[config.mk]
export PLATFORM = sky130hd
export DESIGN_NAME = apb_wb_irq_bridge
export DESIGN_NICKNAME = d
export VERILOG_FILES = /design/src/rtl/apb_wb_irq_bridge.sv
export SDC_FILE = /design/constraint.sdc
export NUM_CORES = 1
export LEC_CHECK = 0
export BUFFER_PORTS_ARGS = -buffer_cell sky130_fd_sc_hd__clkbuf_2
export CAP_MARGIN = 30
export CORE_ASPECT_RATIO = 0.7
export CORE_UTILIZATION = 53
export DETAILED_ROUTE_END_ITERATION = 8
export PLACE_DENSITY_LB_ADDON = 0.15
export SLEW_MARGIN = 20
export SYNTH_ARGS = -nofsm -noshare
export SYNTH_HDL_FRONTEND = slang
export SYNTH_SLANG_ARGS = --single-unit
[constraint.sdc]
create_clock -name PCLK -period 6.3 [get_ports PCLK]
set_input_delay 0.63 -clock PCLK [delete_from_list [all_inputs] [get_ports PCLK]]
set_output_delay 0.63 -clock PCLK [all_outputs]
set_load 0.05 [all_outputs]
[src/rtl/apb_wb_irq_bridge.sv]
// APB slave with local interrupt registers (RIS/IM/MIS/ICR/EDGE) and a bridge to a 16-bit Wishbone master.
// Define APB_WB_IRQ_BRIDGE_TIMEOUT_EN to add the Wishbone ack timeout; dbg_state exposes the bridge FSM.
module apb_wb_irq_bridge #(
  parameter int          NUM_FLAGS      = 9,
  parameter int          TIMEOUT_CYCLES = 255,
  parameter logic [7:0]  LOCAL_PAGE     = 8'h0F
) (
  input  logic                 PCLK,
  input  logic                 PRESETn,
  input  logic                 PSEL,
  input  logic                 PENABLE,
  input  logic                 PWRITE,
  input  logic [15:0]          PADDR,
  input  logic [31:0]          PWDATA,
  output logic                 PREADY,
  output logic [31:0]          PRDATA,
  output logic                 PSLVERR,
  output logic [2:0]           wbs_adr_o,
  output logic [15:0]          wbs_dat_o,
  input  logic [15:0]          wbs_dat_i,
  output logic                 wbs_we_o,
  output logic                 wbs_stb_o,
  output logic                 wbs_cyc_o,
  input  logic                 wbs_ack_i,
  input  logic [NUM_FLAGS-1:0] flags_i,
  output logic                 irq,
  output logic [1:0]           dbg_state
);

  localparam logic [1:0] ST_IDLE = 2'd0;
  localparam logic [1:0] ST_BUS  = 2'd1;
  localparam logic [1:0] ST_RESP = 2'd2;

  localparam logic [7:0] OFF_RIS  = 8'h00;
  localparam logic [7:0] OFF_IM   = 8'h04;
  localparam logic [7:0] OFF_MIS  = 8'h08;
  localparam logic [7:0] OFF_ICR  = 8'h0C;
  localparam logic [7:0] OFF_EDGE = 8'h10;

  // Handshakes: an APB transfer completes on the edge where PSEL&PENABLE&PREADY are all high;
  // a Wishbone cycle completes on the edge where wbs_cyc_o&wbs_stb_o&wbs_ack_i are all high,
  // and the master holds adr/dat/we steady for as long as cyc/stb stay up.

  logic                 is_local;
  logic                 local_acc;
  logic                 local_wr;
  logic                 off_hit;
  logic [31:0]          local_rdata;
  logic [NUM_FLAGS-1:0] flags_q;
  logic [NUM_FLAGS-1:0] sticky;
  logic [NUM_FLAGS-1:0] im;
  logic [NUM_FLAGS-1:0] edge_en;
  logic [NUM_FLAGS-1:0] rise;
  logic [NUM_FLAGS-1:0] ris;
  logic [NUM_FLAGS-1:0] mis;
  logic [NUM_FLAGS-1:0] icr_clr;
  logic [1:0]           state;
  logic [15:0]          rdata;
  logic                 err;
  logic                 unused_pwdata;

  assign is_local  = (PADDR[15:8] == LOCAL_PAGE);
  assign local_acc = PSEL & PENABLE & is_local;
  assign local_wr  = local_acc & PWRITE;
  assign dbg_state = state;
  assign unused_pwdata = ^PWDATA;

  assign rise    = flags_i & ~flags_q;
  assign ris     = (edge_en & sticky) | (~edge_en & flags_i);
  assign mis     = ris & im;
  assign icr_clr = (local_wr && PADDR[7:0] == OFF_ICR) ? PWDATA[NUM_FLAGS-1:0] : '0;

  always_comb begin
    local_rdata = 32'h0;
    off_hit     = 1'b1;
    case (PADDR[7:0])
      OFF_RIS:  local_rdata = 32'(ris);
      OFF_IM:   local_rdata = 32'(im);
      OFF_MIS:  local_rdata = 32'(mis);
      OFF_ICR:  local_rdata = 32'h0;
      OFF_EDGE: local_rdata = 32'(edge_en);
      default: begin
        local_rdata = 32'hDEADBEEF;
        off_hit     = 1'b0;
      end
    endcase
  end

  always_comb begin
    PREADY  = 1'b0;
    PSLVERR = 1'b0;
    PRDATA  = 32'h0;
    if (PRESETn) begin
      if (state == ST_RESP) begin
        PREADY  = 1'b1;
        PSLVERR = err;
        PRDATA  = (wbs_we_o || err) ? 32'h0 : {16'h0, rdata};
      end else if (local_acc) begin
        PREADY  = 1'b1;
        PSLVERR = ~off_hit;
        PRDATA  = local_rdata;
      end
    end
  end

  // A rise on the same edge as an ICR clear wins, so no edge event is lost.
  always_ff @(posedge PCLK or negedge PRESETn) begin
    if (!PRESETn) begin
      flags_q <= '0;
      sticky  <= '0;
      im      <= '0;
      edge_en <= '0;
      irq     <= 1'b0;
    end else begin
      flags_q <= flags_i;
      sticky  <= (sticky & ~icr_clr) | rise;
      irq     <= |mis;
      if (local_wr && PADDR[7:0] == OFF_IM)   im      <= PWDATA[NUM_FLAGS-1:0];
      if (local_wr && PADDR[7:0] == OFF_EDGE) edge_en <= PWDATA[NUM_FLAGS-1:0];
    end
  end

`ifdef APB_WB_IRQ_BRIDGE_TIMEOUT_EN
  localparam logic [15:0] TO_LIMIT = 16'(TIMEOUT_CYCLES);
  logic [15:0] tcnt;
  logic [15:0] tcnt_next;
  assign tcnt_next = tcnt + 16'd1;
`else
  localparam int unused_timeout_cycles = TIMEOUT_CYCLES;
`endif

  always_ff @(posedge PCLK or negedge PRESETn) begin
    if (!PRESETn) begin
      state     <= ST_IDLE;
      wbs_cyc_o <= 1'b0;
      wbs_stb_o <= 1'b0;
      wbs_we_o  <= 1'b0;
      wbs_adr_o <= 3'd0;
      wbs_dat_o <= 16'h0;
      rdata     <= 16'h0;
      err       <= 1'b0;
`ifdef APB_WB_IRQ_BRIDGE_TIMEOUT_EN
      tcnt      <= 16'h0;
`endif
    end else begin
      case (state)
        ST_IDLE: begin
          if (PSEL && !PENABLE && !is_local) begin
            wbs_adr_o <= PADDR[3:1];
            wbs_dat_o <= PWDATA[15:0];
            wbs_we_o  <= PWRITE;
            wbs_cyc_o <= 1'b1;
            wbs_stb_o <= 1'b1;
            err       <= 1'b0;
`ifdef APB_WB_IRQ_BRIDGE_TIMEOUT_EN
            tcnt      <= 16'h0;
`endif
            state     <= ST_BUS;
          end
        end
        ST_BUS: begin
          if (wbs_ack_i) begin
            wbs_cyc_o <= 1'b0;
            wbs_stb_o <= 1'b0;
            rdata     <= wbs_dat_i;
            state     <= ST_RESP;
`ifdef APB_WB_IRQ_BRIDGE_TIMEOUT_EN
          end else if (tcnt_next == TO_LIMIT) begin
            wbs_cyc_o <= 1'b0;
            wbs_stb_o <= 1'b0;
            err       <= 1'b1;
            state     <= ST_RESP;
          end else begin
            tcnt      <= tcnt_next;
`endif
          end
        end
        ST_RESP: state <= ST_IDLE;
        default: state <= ST_IDLE;
      endcase
    end
  end

endmodule

==> results by group, run 1 <==
STA
  • Post-route setup TNS: 0 ps
  • Setup-failing EPs final: 0
  • Hold WS: 228 ps
  • Skew final: 8.94 ps
  • Worst slew margin relative to its limit: 34.3%
  • Share of the clock period used by the worst path: 55.8%
  • Unrepaired setup endpoints after global routing: false
  • Slew at the pin closest to its max-slew limit: 983 ps
  • Pins Over Slew Limit: 0
  • Max Clock Freq: 284 MHz
  • Final hold vios: 0
  • Final min period: 3520 ps

Worst setup path
  • Crit-path leading delay family: simple AND/OR/NAND/NOR gates
  • Slowest cell on the critical path: or4_1
  • Type of the worst setup path: in -> out
  • RR Startpoint: dbg_state[1]
  • R2r endpoint: rdata[5]
  • CP most frequent cell: clkbuf_2
  • Critical path's largest stage delay: 620 ps
  • CP Launch Type: primary input
  • Cell count of the worst reg-to-reg path: 4
  • Flop2flop setup slack: 4240 ps
  • Required time worst endpoint: 5670 ps
  • WP data arrival: 2890 ps
  • Worst path cell trace: clkbuf_2, or4_1, nor3_1, nand2_1, nor3b_1, clkbuf_2, clkbuf_2
  • Crit path capture type: output port
  • Worst path buffer plus inverter count: 3
  • Crit-path max FO: 8

Routing
  • Initial DRC count: 143
  • Post-detailed-route wirelength per cell: 16.0 um
  • TritonRoute pass-1 iters: 4
  • Vias: 3,143
  • Routed Antenna Nets: 0
  • Routed wire length: 9090 um
  • Via density: 5.52
  • DRC errors left: 0

Die
  • Chip height: 73.3 um
  • Core area: 6880 um^2
  • Starting density of the core: 55.9%
  • Row count: 25
  • Die area: 7610 um^2
  • Ports: 138
  • Die W: 104 um

Yosys
  • Gate Count Post-Synth: 365
  • Synth unique cells: 41
  • Synth warn: 0
  • Synth top cells by count: dfrtp_1, nand2_1, mux2_2
  • Async set-or-reset flop fraction in the synthesized netlist: 100%
  • Avg Cell Area, Syn: 10.5 um^2
  • Sequential element share of the synthesized area: 49.4%
  • Synth Flop Type: dfrtp_1
  • Mapped cell area: 3850 um^2
  • EDFF count, synth: 0
  • Synth area leaders: dfrtp_1, mux2_2, nand2_1
  • Most numerous cell in the Yosys netlist: dfrtp_1
  • Yosys top cell area share: 49.4%
  • Flops & latches, synth: 76
  • Area leader, netlist: dfrtp_1

Clock tree
  • CTS Sinks: 76
  • Clk slew on worst S/H paths: 70 ps
  • Post-CTS Repair Setup Buffers: 0
  • CTS Buf Count: 9
  • Post-CTS Resized: 0
  • CTS HTree Levels: 3
  • CTS max path bufs: 2
  • Worst-skew pair later-pin latency: 360 ps
  • Cts hold-fix bufs: 0
  • CTS root buf: clkbuf_8
  • CTS tree: done

Global routing
  • Initial antenna violation count: 0
  • GR Overflow Total: 0
  • Largest net degree at the start of global routing: 44
  • Total GRT Usage: 25.1%
  • Vias in the first global route: 2,905
  • First-pass GRT wire length: 14,500 um

Finish
  • Post-Layout Cell Count: 569
  • Filler cell count: 602
  • Area growth, synth to finish: 18.9%
  • Layout Nets: 549
  • Share of cells above drive strength 1: 38.1%
  • Sequential Area: 1900 um^2
  • Area of the multi-input gates: 1730 um^2
  • Ant. Diodes: 0
  • Final instance area: 4580 um^2

Worst hold path
  • HP Class: in -> async

Power
  • Power Density: 285 nW/um^2
  • Peak supply drop: 0.000188 V
  • Leakage: 2.26 nW

Placement
  • Input/output buffers: 116
  • Cells after DPL: 552
  • Dpl cell area: 4400 um^2
  • GP Congestion: 0.813
  • DP HPWL: 6430 um

Flow run
  • Max Cap Violations: 0

Run status
  • Status: finished, final reports clean
==> per-layer routing <==
layer	GRT usage [%]	part of all wire (%)
met5	0	0
met4	6.83	1.9
met3	7.36	6.6
met2	38.6	45
met1	35.2	46
==> layout make-up <==
| type | instances | share of cell area (%) |
|---|---|---|
| inverters | 16 | 1.31 |
| well taps | 94 | 2.57 |
| clock inverters | 6 | 0.902 |
| clock buffers | 10 | 2.79 |
| flip-flops and latches | 76 | 41.5 |
| repair buffers | 119 | 13.2 |
| multi-input cells | 248 | 37.7 |
==> logic make-up (layout without fill, tap and decap cells) <==
family          after synthesis  in the layout  synth area share [%]
other cells                   1              5                0.0974
simple gates                133            133                  18.6
buf+inv                      45            151                  6.24
flops                        76             76                  49.4
compound gates               65             65                  11.7
mux                          45             45                  14.0
==> per-stage QoR <==
stage / utilization, % / total power, mW / setup WS, ps
final: 66.5 / 1.30 / 2780
after global routing: 66.5 / 1.37 / 2510
after CTS: 66.5 / 1.31 / 2520
after detailed placement: 64.0 / 0.988 / 2530
after global placement: 64.0 / 0.980 / 2580
after floorplan: - / 0.882 / 1890
==> flip-flops by register name (all words and copies together), names as in the netlist, 2 cells and up <==
signal	cells
dbg_state	2
edge_en	9
flags_q	9
im	9
rdata	16
sticky	9
wbs_adr_o	3
wbs_dat_o	16
==> worst max-delay path by stage <==
| stage | startpoint | slack, ps | cells past startpoint | endpoint |
|---|---|---|---|---|
| after detailed placement | PADDR[13] | 2530 | 6 | PRDATA[19] |
| after floorplan | PADDR[13] | 1890 | 6 | PRDATA[18] |
| after global routing | PADDR[13] | 2510 | 7 | PRDATA[30] |
| after CTS | PADDR[13] | 2520 | 6 | PRDATA[19] |
| final | PADDR[13] | 2780 | 7 | PRDATA[19] |
| after global placement | PADDR[13] | 2580 | 6 | PRDATA[30] |
==> placed cells by master, fill, tap and decap left out, types with 2 or more instances in the layout <==
| master | n |
|---|---|
| nand2b_1 | 9 |
| buf_4 | 3 |
| nor3_1 | 7 |
| and3_1 | 4 |
| clkbuf_8 | 9 |
| clkbuf_2 | 116 |
| nand3_1 | 8 |
| a221o_1 | 14 |
| nor2b_1 | 14 |
| mux2_4 | 9 |
| conb_1 | 5 |
| nor3b_1 | 5 |
| nor2_1 | 2 |
| nand4_1 | 3 |
| mux2_2 | 34 |
| clkinvlp_4 | 3 |
| dfrtp_1 | 76 |
| nand2_1 | 64 |
| nand3b_1 | 8 |
| a21oi_1 | 15 |
| o21bai_1 | 5 |
| clkinv_2 | 2 |
| o21ai_0 | 16 |
| or3_1 | 2 |
| a311oi_1 | 5 |
| inv_1 | 15 |
| nor4_4 | 2 |
| a211oi_1 | 4 |
| mux2i_1 | 2 |
==> power by group <==
group | leakage [nW] | switching [mW] | internal (mW)
clock network | 0.0783 | 0.184 | 0.142
registers | 0.922 | 0.0417 | 0.565
logic | 1.26 | 0.272 | 0.0997
total | 2.26 | 0.497 | 0.807
Power figures use the tool's default switching activity.
==> run 2, diff against run 1 <==
--- a/config.mk
+++ b/config.mk
@@ -5,10 +5,11 @@
 export SDC_FILE = /design/constraint.sdc
 export NUM_CORES = 1
 export LEC_CHECK = 0
+export ABC_AREA = 1
 export BUFFER_PORTS_ARGS = -buffer_cell sky130_fd_sc_hd__clkbuf_2
 export CAP_MARGIN = 30
 export CORE_ASPECT_RATIO = 0.7
-export CORE_UTILIZATION = 53
+export CORE_UTILIZATION = 46
 export DETAILED_ROUTE_END_ITERATION = 8
 export PLACE_DENSITY_LB_ADDON = 0.15
 export SLEW_MARGIN = 20
==> constraint.sdc (replaced) <==
create_clock -name PCLK -period 2.8 [get_ports PCLK]
set_input_delay 0.28 -clock PCLK [delete_from_list [all_inputs] [get_ports PCLK]]
set_output_delay 0.28 -clock PCLK [all_outputs]
set_load 0.05 [all_outputs]
==> run 2 against run 1 <==
  * Global-route usage fell by 3.3 points
  * Flip-flop and latch count did not move
  * Critical path depth rose by 1
==> results by group, run 2 <==
Die
  • Die area: 9070 um^2 (+19%)
  • Core area: 8440 um^2 (+23%)
  • Chip height: 80.0 um (+9.1%)
  • Die W: 113 um (+9.2%)
  • Ports: 138 (unchanged)
  • Row count: 28 (+12%)
  • Starting density of the core: 47.3% (-8.6 points)

Global routing
  • Largest net degree at the start of global routing: 62 (+41%)
  • Initial antenna violation count: 0 (unchanged)
  • GR Overflow Total: 0 (unchanged)
  • Total GRT Usage: 21.8% (-3.3 points)
  • Vias in the first global route: 3,186 (+9.7%)
  • First-pass GRT wire length: 15,000 um (+3.3%)

Clock tree
  • Post-CTS Resized: 0 (unchanged)
  • Clk slew on worst S/H paths: 60 ps (about the same)
  • CTS tree: done
  • Post-CTS Repair Setup Buffers: 0 (unchanged)
  • CTS Buf Count: 9 (unchanged)
  • CTS Sinks: 76 (unchanged)
  • CTS root buf: clkbuf_16
  • CTS max path bufs: 2 (unchanged)
  • Worst-skew pair later-pin latency: 340 ps (-20 ps)
  • CTS HTree Levels: 3 (unchanged)

Finish
  • Filler cell count: 785 (+30%)
  • Top flop regs: rdata: 16 flops, wbs_dat_o: 16 flops
  • Final instance area: 4920 um^2 (+7.4%)
  • Ant. Diodes: 0 (unchanged)
  • Layout Nets: 688 (+25%)
  • Area of the multi-input gates: 1590 um^2 (-7.7%)
  • Share of cells above drive strength 1: 28.3% (-9.8 points)
  • Most frequent cells in the layout: nand2_1, clkbuf_2, inv_1, dfrtp_1, o21ai_0
  • Sequential Area: 1900 um^2 (unchanged)
  • Most common cell after layout, fill and taps aside: nand2_1
  • Area growth, synth to finish: 23.0%

Power
  • Sw Pwr: 1.14 mW (+130%)
  • Comb power frac: 23.7% (-4.8 points)
  • Sequential fraction of design power: 37.9% (-8.6 points)
  • Sw Ratio: 32.5% (-5.7 points)
  • Pint: 2.38 mW (+200%)
  • Peak supply drop: 0.000471 V (+150%)
  • Tot Pwr: 3.53 mW (+170%)
  • Clock network power share: 38.4% (+13 points)
  • Power Density: 717 nW/um^2 (+150%)
  • Leakage: 2.66 nW (+18%)

STA
  • Final hold vios: 0 (unchanged)
  • Pins Over Slew Limit: 0 (unchanged)
  • Slew at the pin closest to its max-slew limit: 802 ps (-182 ps)
  • Skew final: 5.87 ps (-3.08 ps)
  • Hold WS: 61.4 ps (-166 ps)
  • Setup-failing EPs final: 0 (unchanged)
  • Share of the clock period used by the worst path: 93.8%
  • Worst slew margin relative to its limit: 46.6% (+12 points)
  • Unrepaired setup endpoints after global routing: false
  • Max Clock Freq: 381 MHz
  • Post-route setup TNS: 0 ps (unchanged)
  • Final worst setup slack: 173 ps (-2610 ps)
  • Final min period: 2630 ps

Yosys
  • Synth area leaders: dfrtp_1, nand2_1, o21ai_0
  • Synth Flop Type: dfrtp_1
  • Synth top cells by count: nand2_1, dfrtp_1, inv_1
  • Sequential element share of the synthesized area: 47.6% (-1.8 points)
  • Area leader, netlist: dfrtp_1
  • Flops & latches, synth: 76 (unchanged)
  • EDFF count, synth: 0 (unchanged)
  • Most numerous cell in the Yosys netlist: nand2_1
  • Gate Count Post-Synth: 507 (+39%)
  • Async set-or-reset flop fraction in the synthesized netlist: 100% (unchanged)
  • Mapped cell area: 4000 um^2 (+3.8%)
  • Yosys top cell area share: 47.6% (-1.8 points)
  • Synth warn: 0 (unchanged)
  • Avg Cell Area, Syn: 7.88 um^2 (-25%)
  • Synth unique cells: 33 (-20%)

Routing
  • DRC errors left: 0 (unchanged)
  • Post-detailed-route wirelength per cell: 12.6 um (-21%)
  • Routed wire length: 9240 um (+1.6%)
  • Via density: 4.66 (-16%)
  • Routed Antenna Nets: 0 (unchanged)
  • TritonRoute pass-1 iters: 4 (unchanged)
  • Vias: 3,422 (+8.9%)
  • Initial DRC count: 122 (-15%)

Worst setup path
  • WP data arrival: 2350 ps (-540 ps)
  • Flop2flop setup slack: 1210 ps (-3030 ps)
  • RR Startpoint: dbg_state[1]
  • CP Launch Type: primary input
  • Type of the worst setup path: in -> out
  • Crit-path max FO: 18 (+10)
  • Slowest cell on the critical path: dlygate4sd3_1
  • Critical path's largest stage delay: 570 ps (-50 ps)
  • Crit path capture type: output port
  • Cell count of the worst reg-to-reg path: 4 (unchanged)
  • Required time worst endpoint: 2520 ps (-3150 ps)
  • R2r endpoint: rdata[0]
  • Worst path cell trace: dlygate4sd3_1, buf_4, inv_1, or2_2, o21ai_0, nand2_1, a21oi_1, clkbuf_2

Placement
  • DP HPWL: 6810 um (+5.9%)
  • Pre-CTS WS: 556 ps (-1970 ps)
  • GP Congestion: 0.847 (+4.2%)
  • Dpl cell area: 4560 um^2 (+3.4%)
  • Input/output buffers: 116 (unchanged)

Worst hold path
  • Worst Hold End: flags_q[8]
  • HP Start: flags_i[8]
  • HP Class: in -> reg
  • Worst Hold Depth: 1

Run status
  • Status: finished, final reports clean

Flow run
  • Max Cap Violations: 0 (unchanged)
run 2: cell count changes in the layout (fill, tap and decap cells not counted), sizes merged, moves of 14 or more:
cell,previous run,this run
nand3,8,30
nor2,2,36
a221o,14,0
inv,15,79
mux2,43,0
o21ai,17,82
nand2,64,147
nor2b,14,0
run 2: area by class of cell:
type,count,area share (%)
well taps,120,3.05
flip-flops and latches,76,38.7
repair buffers,119,12.6
clock inverters,4,1.93
inverters,79,6.08
multi-input cells,324,32.4
clock buffers,12,5.22
run 2: power by group through the flow:
stage                     Clock [mW]  Combinational [mW]  Sequential (mW)
after floorplan                    0               0.337             1.63
after global placement             0               0.826             1.35
after detailed placement           0               0.837             1.36
after CTS                       1.38               0.844             1.34
after global routing            1.42               0.916             1.36
final                           1.35               0.836             1.34
run 2: worst max path at each step:
| stage | start | end | slack, ps | cells past startpoint |
|---|---|---|---|---|
| after CTS | PRESETn | PRDATA[3] | 130 | 8 |
| after floorplan | dbg_state[0] | PSLVERR | 160 | 5 |
| final | PRESETn | PRDATA[3] | 170 | 8 |
| after global routing | PRESETn | PRDATA[16] | 30 | 5 |
| after detailed placement | PADDR[6] | PRDATA[6] | 560 | 10 |
| after global placement | PADDR[6] | PRDATA[6] | 610 | 10 |
run 2: cell families (layout without fill, tap and decap cells):
group	count (synthesis)	in the layout	synth area share, %
AO/OA/AOI/OAI	92	92	12.8
buffers and inverters	111	214	13.2
flip-flops	76	76	47.6
other	1	5	0.0938
AND/OR/NAND/NOR	227	227	26.3
run 2: layer usage:
metal / vias to the layer above / global-route usage [%] / wire [um] / share of wire (%)
met5: - / 0 / 0 / 0
met4: 0 / 6.97 / 151 / 1.6
met3: 12 / 6.00 / 495 / 5.4
met2: 97 / 33.8 / 4150 / 45
met1: 1552 / 29.7 / 4440 / 48
li1: 1761 / - / - / -
run 2: repair_timing:
item / 4_1_cts / 5_1_grt
hold buffers: 1 / 0
endpoints found under the setup margin: 0 / 11
endpoints found under the hold margin: 15 / 0
run 2: critical path, delay by kind of cell:
kind,cells,cell delay [ps]
buf+inv,4,1220
simple gates,2,510
compound gates,2,350
run 2: stage by stage:
| stage | instances | utilization [%] |
|---|---|---|
| global placement | 717 | 54.0 |
| CTS | 734 | 58.2 |
| detailed placement | 717 | 54.0 |
| global route | 734 | 58.2 |
| finish | 734 | 58.2 |
| floorplan | 511 | - |
